<file path="src/rtl/l1state_ctl.sv">
// l1state_ctl: L1 MESI state-array controller. It runs the post-reset invalidate walk, arbitrates writes and stalls hazardous reads.
// Optional build macro L1STATE_FLUSH_EN adds the flush_req invalidate-all walk (FLUSH state, flush_done pulse).
package l1state_pkg;
  typedef enum logic [1:0] {
    MESI_I = 2'b00,
    MESI_S = 2'b01,
    MESI_E = 2'b10,
    MESI_M = 2'b11
  } t_mesi;
  localparam int L1_NUM_SETS = 64;
  localparam int L1_NUM_WAYS = 8;
endpackage

module l1state_ctl
  import l1state_pkg::*;
#(
  parameter int NUM_SETS = L1_NUM_SETS,
  parameter int NUM_WAYS = L1_NUM_WAYS,
  localparam int SW = $clog2(NUM_SETS),
  localparam int WW = $clog2(NUM_WAYS)
) (
  input  logic          clk,
  input  logic          reset,
  input  logic          rd_req,
  input  logic [SW-1:0] rd_set,
  output logic          rd_gnt,
  input  logic          pwr_req,
  input  logic [SW-1:0] pwr_set,
  input  logic [WW-1:0] pwr_way,
  input  t_mesi         pwr_state,
  input  logic          fill_req,
  input  logic [SW-1:0] fill_set,
  input  logic [WW-1:0] fill_way,
  input  t_mesi         fill_state,
  output logic          fill_gnt,
  input  logic          flush_req,
  output logic          flush_done,
  output logic          ready,
  output logic          state_rd_en_mm1,
  output logic [SW-1:0] set_addr_mm1,
  output logic          state_wr_en_mm3,
  output logic [SW-1:0] set_addr_mm3,
  output logic [WW-1:0] state_wr_way_mm3,
  output t_mesi         state_wr_state_mm3
);

  localparam int IW = SW + WW;

  typedef enum logic [1:0] {ST_INIT, ST_IDLE, ST_FLUSH} t_state;

  t_state        state, state_nxt;
  logic [IW-1:0] widx;
  logic          walk_act, walk_gnt, walk_last, hazard, go_flush;

  // Grants are gated by reset so every output sits at its reset value while reset is high.
  assign ready     = !reset && (state == ST_IDLE);
  assign walk_act  = !reset && (state == ST_INIT || state == ST_FLUSH);
  assign walk_gnt  = walk_act && !pwr_req;
  assign walk_last = (widx == {IW{1'b1}});
  assign fill_gnt  = fill_req && ready && !pwr_req;

  assign hazard          = state_wr_en_mm3 && (set_addr_mm3 == rd_set);
  assign rd_gnt          = rd_req && ready && !hazard;
  assign state_rd_en_mm1 = rd_gnt;
  assign set_addr_mm1    = rd_set;

`ifdef L1STATE_FLUSH_EN
  logic flush_pend, done_q;

  // A flush requested while the init walk is still running is remembered until IDLE.
  always_ff @(posedge clk) begin
    if (reset) begin
      flush_pend <= 1'b0;
      done_q     <= 1'b0;
    end else begin
      done_q <= (state == ST_FLUSH) && walk_gnt && walk_last;
      if (state == ST_INIT && flush_req)
        flush_pend <= 1'b1;
      else if (state == ST_IDLE)
        flush_pend <= 1'b0;
    end
  end

  assign go_flush   = flush_req || flush_pend;
  assign flush_done = done_q;
`else
  logic unused_flush;
  assign unused_flush = flush_req;
  assign go_flush     = 1'b0;
  assign flush_done   = 1'b0;
`endif

  always_comb begin
    state_nxt = state;
    case (state)
      ST_INIT:  if (walk_gnt && walk_last) state_nxt = ST_IDLE;
      ST_IDLE:  if (go_flush) state_nxt = ST_FLUSH;
      ST_FLUSH: if (walk_gnt && walk_last) state_nxt = ST_IDLE;
      default:  state_nxt = ST_INIT;
    endcase
  end

  // Stage boundary: the granted write (pwr > walker > fill) is registered onto the mm3 port.
  always_ff @(posedge clk) begin
    if (reset) begin
      state              <= ST_INIT;
      widx               <= '0;
      state_wr_en_mm3    <= 1'b0;
      set_addr_mm3       <= '0;
      state_wr_way_mm3   <= '0;
      state_wr_state_mm3 <= MESI_I;
    end else begin
      state           <= state_nxt;
      state_wr_en_mm3 <= pwr_req || walk_gnt || fill_gnt;
      if (walk_gnt)
        widx <= widx + IW'(1);
      if (pwr_req) begin
        set_addr_mm3       <= pwr_set;
        state_wr_way_mm3   <= pwr_way;
        state_wr_state_mm3 <= pwr_state;
      end else if (walk_gnt) begin
        set_addr_mm3       <= widx[IW-1:WW];
        state_wr_way_mm3   <= widx[WW-1:0];
        state_wr_state_mm3 <= MESI_I;
      end else if (fill_gnt) begin
        set_addr_mm3       <= fill_set;
        state_wr_way_mm3   <= fill_way;
        state_wr_state_mm3 <= fill_state;
      end
    end
  end

`ifdef SIMULATION
  always_ff @(posedge clk) begin
    if (!reset)
      assert (!(state == ST_INIT && pwr_req)) else $error("pwr_req asserted during INIT");
  end
`endif

endmodule

</file>
<file path="config.mk">
export PLATFORM = sky130hd
export DESIGN_NAME = l1state_ctl
export DESIGN_NICKNAME = d
export VERILOG_FILES = /design/src/rtl/l1state_ctl.sv
export SDC_FILE = /design/constraint.sdc
export NUM_CORES = 1
export LEC_CHECK = 0
export CORE_MARGIN = 4
export CORE_UTILIZATION = 27
export CTS_CLUSTER_DIAMETER = 40
export DETAILED_ROUTE_END_ITERATION = 6
export PLACE_DENSITY_LB_ADDON = 0.1
export SLEW_MARGIN = 20
export SYNTH_ARGS = -nofsm -noshare
export SYNTH_HDL_FRONTEND = slang
export SYNTH_SLANG_ARGS = --single-unit
export TNS_END_PERCENT = 5
</file>
<file path="constraint.sdc">
create_clock -name clk -period 4.2 [get_ports clk]
set_input_delay 0.42 -clock clk [delete_from_list [all_inputs] [get_ports clk]]
set_output_delay 0.42 -clock clk [all_outputs]
set_load 0.005 [all_outputs]
</file>
# Word-level counts from Yosys, hierarchy flattened
# Index checks and enable logic that the tools add are counted.
# classes
div_mod_pow	0
reduce_logical	19
mux	11
n_mul	0
order_cmp	0
n_bitwise	1
n_eq_ne	5
n_addsub	1
n_shift	0
# op_table
op	n
6-bit 2-to-1 mux	3
9-bit by 1-bit adder with 9-bit output (second input constant)	1
9-bit == test (second input constant)	1
1-bit logical AND	9
3-bit 2-to-1 mux	3
2-bit 2-to-1 mux	4
6-bit == test	1
2-bit case mux with 2 select lines	1
1-bit logical NOT	3
1-bit logical OR	3
3-bit nonzero test	1
2-bit by 1-bit == test with 1-bit output (second input constant)	1
2-bit == test (second input constant)	1
2-bit logical NOT	1
2-bit by 1-bit != test with 1-bit output (second input constant)	1
2-bit AND reduction	1
2-bit OR reduction	1
1-bit NOT	1
# totals
reg_bits	23
mem_bits_rw	0
latchBits	0
word_cells	43
romBits	0
out_inout_bits	23
input_bits	34
mem_count	0

# Logic depth before layout (Yosys ltp)
# depth
word_depth	7
ltp_mapped	6
mapped_depth_nobuf	6

# Least setup slack after synthesis
# No wires, ideal clock.
# synth_path
kind	input port to flip-flop
from	in pwr_req
to	reg widx[5]
n_path_buf	1
t_arrival_ps	1682
setup_ps	70
stages	4
t_required_ps	4130
slack_ps	2447
path_cell_list	or4b_1 > buf_2 > or4_1 > a21oi_1
# synth_via
elab_chain_len	2
# synth_rtl
item	line_no	source
from (decl)	27	input logic pwr_req,
1-bit logical NOT	58	assign walk_gnt = walk_act && !pwr_req;
1-bit logical AND	58	
to (signal assigned)	116	widx <= widx + IW'(1);
to (decl)	52	logic [IW-1:0] widx;
# No other way between the ends.
# A chain may end at the register's enable or synchronous reset.

# Worst setup path after layout
# layout_path
from	in reset
to	out state_rd_en_mm1
# layout_via
elab_chain_len	4
# layout_rtl
item	line_no	source
from (decl)	23	input logic reset,
1-bit logical NOT	56	assign ready = !reset && (state == ST_IDLE);
1-bit logical AND	56	
1-bit logical AND (2 in a row)	63	assign rd_gnt = rd_req && ready && !hazard;
to (decl)	39	output logic state_rd_en_mm1,
# No other way between the ends.

==> impl_metrics.env <==
export IMPL_wl_met1_um=1450
export IMPL_clk_path_buf_depth=2
export IMPL_ys_seq_area_share_pct=35.7
export IMPL_wl_met2_um=1610
export IMPL_finalCriticalPeriod_ns=2.86
export IMPL_avgSynthCellArea_um2=8.34
export IMPL_die_area_mm2=0.00571
export IMPL_routed_top_layer="met4"
export IMPL_start_util_pct=28.1
export IMPL_dr_pass1_iters=4
export IMPL_relSlewSlack_pct=46.1
export IMPL_cts_hold_buf=0
export IMPL_drive_gt1_share_pct=3.66
export IMPL_r2r_end="widx[5]"
export IMPL_r2r_cells=3
export IMPL_grt_max_degree=26
export IMPL_irDropWorstVdd_uv=97.4
export IMPL_fin_setup_tns_ns=0
export IMPL_path_clk_slew_ns=0.08
export IMPL_start_kind="input port"
export IMPL_synth_largest_area_cell="dfxtp_1"
export IMPL_numCtsBuffers=3
export IMPL_gp_congestion=0.668
export IMPL_wirelength_um=3360
export IMPL_die_w_um=75.6
export IMPL_drtAntennaViolNets=0
export IMPL_yosys_warnings=0
export IMPL_startpoint="reset"
export IMPL_post_cts_resized=0
export IMPL_reg2reg_from="state[0]"
export IMPL_crit_required_ns=3.78
export IMPL_ys_ff_latch=22
export IMPL_hold_worst_slack_ns=0.490
export IMPL_place_hpwl_um=2660
export IMPL_leakage_nw=0.597
export IMPL_synth_most_common_cell="dfxtp_1"
export IMPL_crit_type="in2out"
export IMPL_core_area_mm2=0.00438
export IMPL_yosys_top_cells_count="dfxtp_1, o21ai_0, inv_1"
export IMPL_placed_area_mm2=0.00176
export IMPL_clock_latency_ns=0.26
export IMPL_grt_usage_pct=11.8
export IMPL_worst_clock_skew_ns=0.00180
export IMPL_viasPerCell=4.98
export IMPL_area_delta_synth_final_pct=46.8
export IMPL_drtIter0Drc=51
export IMPL_chipHeight_um=75.6
export IMPL_finalCritPeriodShare_pct=68.2
export IMPL_total_power_w=0.000475
export IMPL_drv_slew=0
export IMPL_tightest_slew_ns=0.805
export IMPL_hold_end="state_wr_way_mm3[2]"
export IMPL_placement_io_buffers=54
export IMPL_synth_edf_count=0
export IMPL_antenna_cells=0
export IMPL_seqCellArea_um2=440
export IMPL_hold_depth=1
export IMPL_hold_path_class="reg2reg"
export IMPL_multi_input_area_um2=664
export IMPL_cts_tree="done"
export IMPL_ys_top_cells_by_area="dfxtp_1, a32o_1, o211ai_1"
export IMPL_io_pins=57
export IMPL_overflow=0
export IMPL_vias=1211
export IMPL_grt_pass1_wl_um=5290
export IMPL_timing_fmax_ghz=0.349
export IMPL_yosysUniqueCellTypes=33
export IMPL_rsz0062_at_grt="no"
export IMPL_synth_top_area_share_pct=35.7
export IMPL_status="finished clean"
export IMPL_setup_viol=0
export IMPL_synth_ff_type="dfxtp_1"
export IMPL_htree_levels=1
export IMPL_design_area_mm2=0.00181
export IMPL_antenna_found_initial=0
export IMPL_rows=24
export IMPL_avgRoutedWirePerCell_um=13.8
export IMPL_setup_ws_ns=1.34
export IMPL_netlist_area_mm2=0.00123
export IMPL_finalHoldViolCount=0
export IMPL_drc=0
export IMPL_crit_path_end_kind="output pin"
export IMPL_nets=228
export IMPL_clock_sinks=22
export IMPL_hold_start="state_wr_way_mm3[2]"
export IMPL_clockRootBuffer="clkbuf_8"
export IMPL_maxCapViolations=0
export IMPL_crit_fanout=25
export IMPL_post_cts_setup_buffers=0
export IMPL_ff2ff_setup_slack_ns=2.20
export IMPL_power_density_mw_per_mm2=262
export IMPL_wl_met3_um=273
export IMPL_fillers=462
export IMPL_place_ws_ns=1.33
export IMPL_grt_pass1_vias=1149
export IMPL_ys_async_sr_fraction_pct=0
export IMPL_cp_arrival_ns=2.44
export IMPL_syn_inst=148
export IMPL_syn_nets=184
-- area by class of cell --
| type | count | share of cell area (%) |
|---|---|---|
| multi-input cells | 100 | 36.7 |
| repair buffers | 55 | 30.3 |
| flip-flops and latches | 22 | 24.3 |
| well taps | 52 | 3.59 |
| clock buffers | 4 | 3.04 |
| inverters | 10 | 2.07 |
-- cells in the final DEF, fill, tap and decap left out, drive strengths merged, types with 4 or more instances in the layout --
master / Yosys / final
inv: 10 / 10
clkdlybuf4s50: 0 / 54
a32o: 9 / 9
a21oi: 8 / 8
xnor2: 7 / 7
o21ai: 13 / 13
dfxtp: 22 / 22
clkbuf: 6 / 4
o211ai: 9 / 9
nor2: 8 / 8
nand2: 7 / 7
nand2b: 9 / 9
-- cell families (layout without fill, tap and decap cells) --
group	count (synthesis)	after routing	synth area share [%]
AOI/OAI and AO/OA	45	45	25.4
and+or+nand+nor	44	44	20.5
buffers and inverters	26	69	10.4
DFF	22	22	35.7
xor gates and xnor gates	8	8	5.68
adders and majority gates	2	2	2.03
other	1	1	0.304
-- metal layers --
metal	up-vias	global-route usage, %
met5	-	0
met4	0	3.50
met3	4	2.37
met2	40	20.4
met1	556	14.7
li1	611	-
-- power breakdown --
part,internal (W),switching [W]
combinational,0.0000619,0.0000342
sequential,0.000218,0.00000738
clock,0.0000835,0.0000700
total,0.000363,0.000112
-- registers in the layout, indices dropped and copies added (netlist names) --
register,flops
state_wr_state_mm3,2
state,1
state_wr_en_mm3,1
set_addr_mm3,6
state_wr_way_mm3,3
widx,9
-- worst max-delay path by stage --
stage,endpoint,cells past startpoint,slack [ns]
finish,state_rd_en_mm1,4,1.34
global route,rd_gnt,4,1.14
CTS,state_rd_en_mm1,4,1.32
detailed placement,state_rd_en_mm1,4,1.33
global placement,state_rd_en_mm1,4,1.33
floorplan,widx[5],4,2.45
-- critical path, stage by stage --
cell and delay [ns]:
clkdlybuf4s50_1 0.82, nor2b_1 0.45, o311a_1 0.24, clkdlybuf4s50_1 0.50
-- per-stage QoR --
stage | utilization (%) | instances
after CTS | 41.3 | 243
after global routing | 41.3 | 243
after global placement | 40.0 | 239
final | 41.3 | 243
after detailed placement | 40.0 | 239
after floorplan | - | 148
Note: power is estimated with default switching activity, not from simulation.
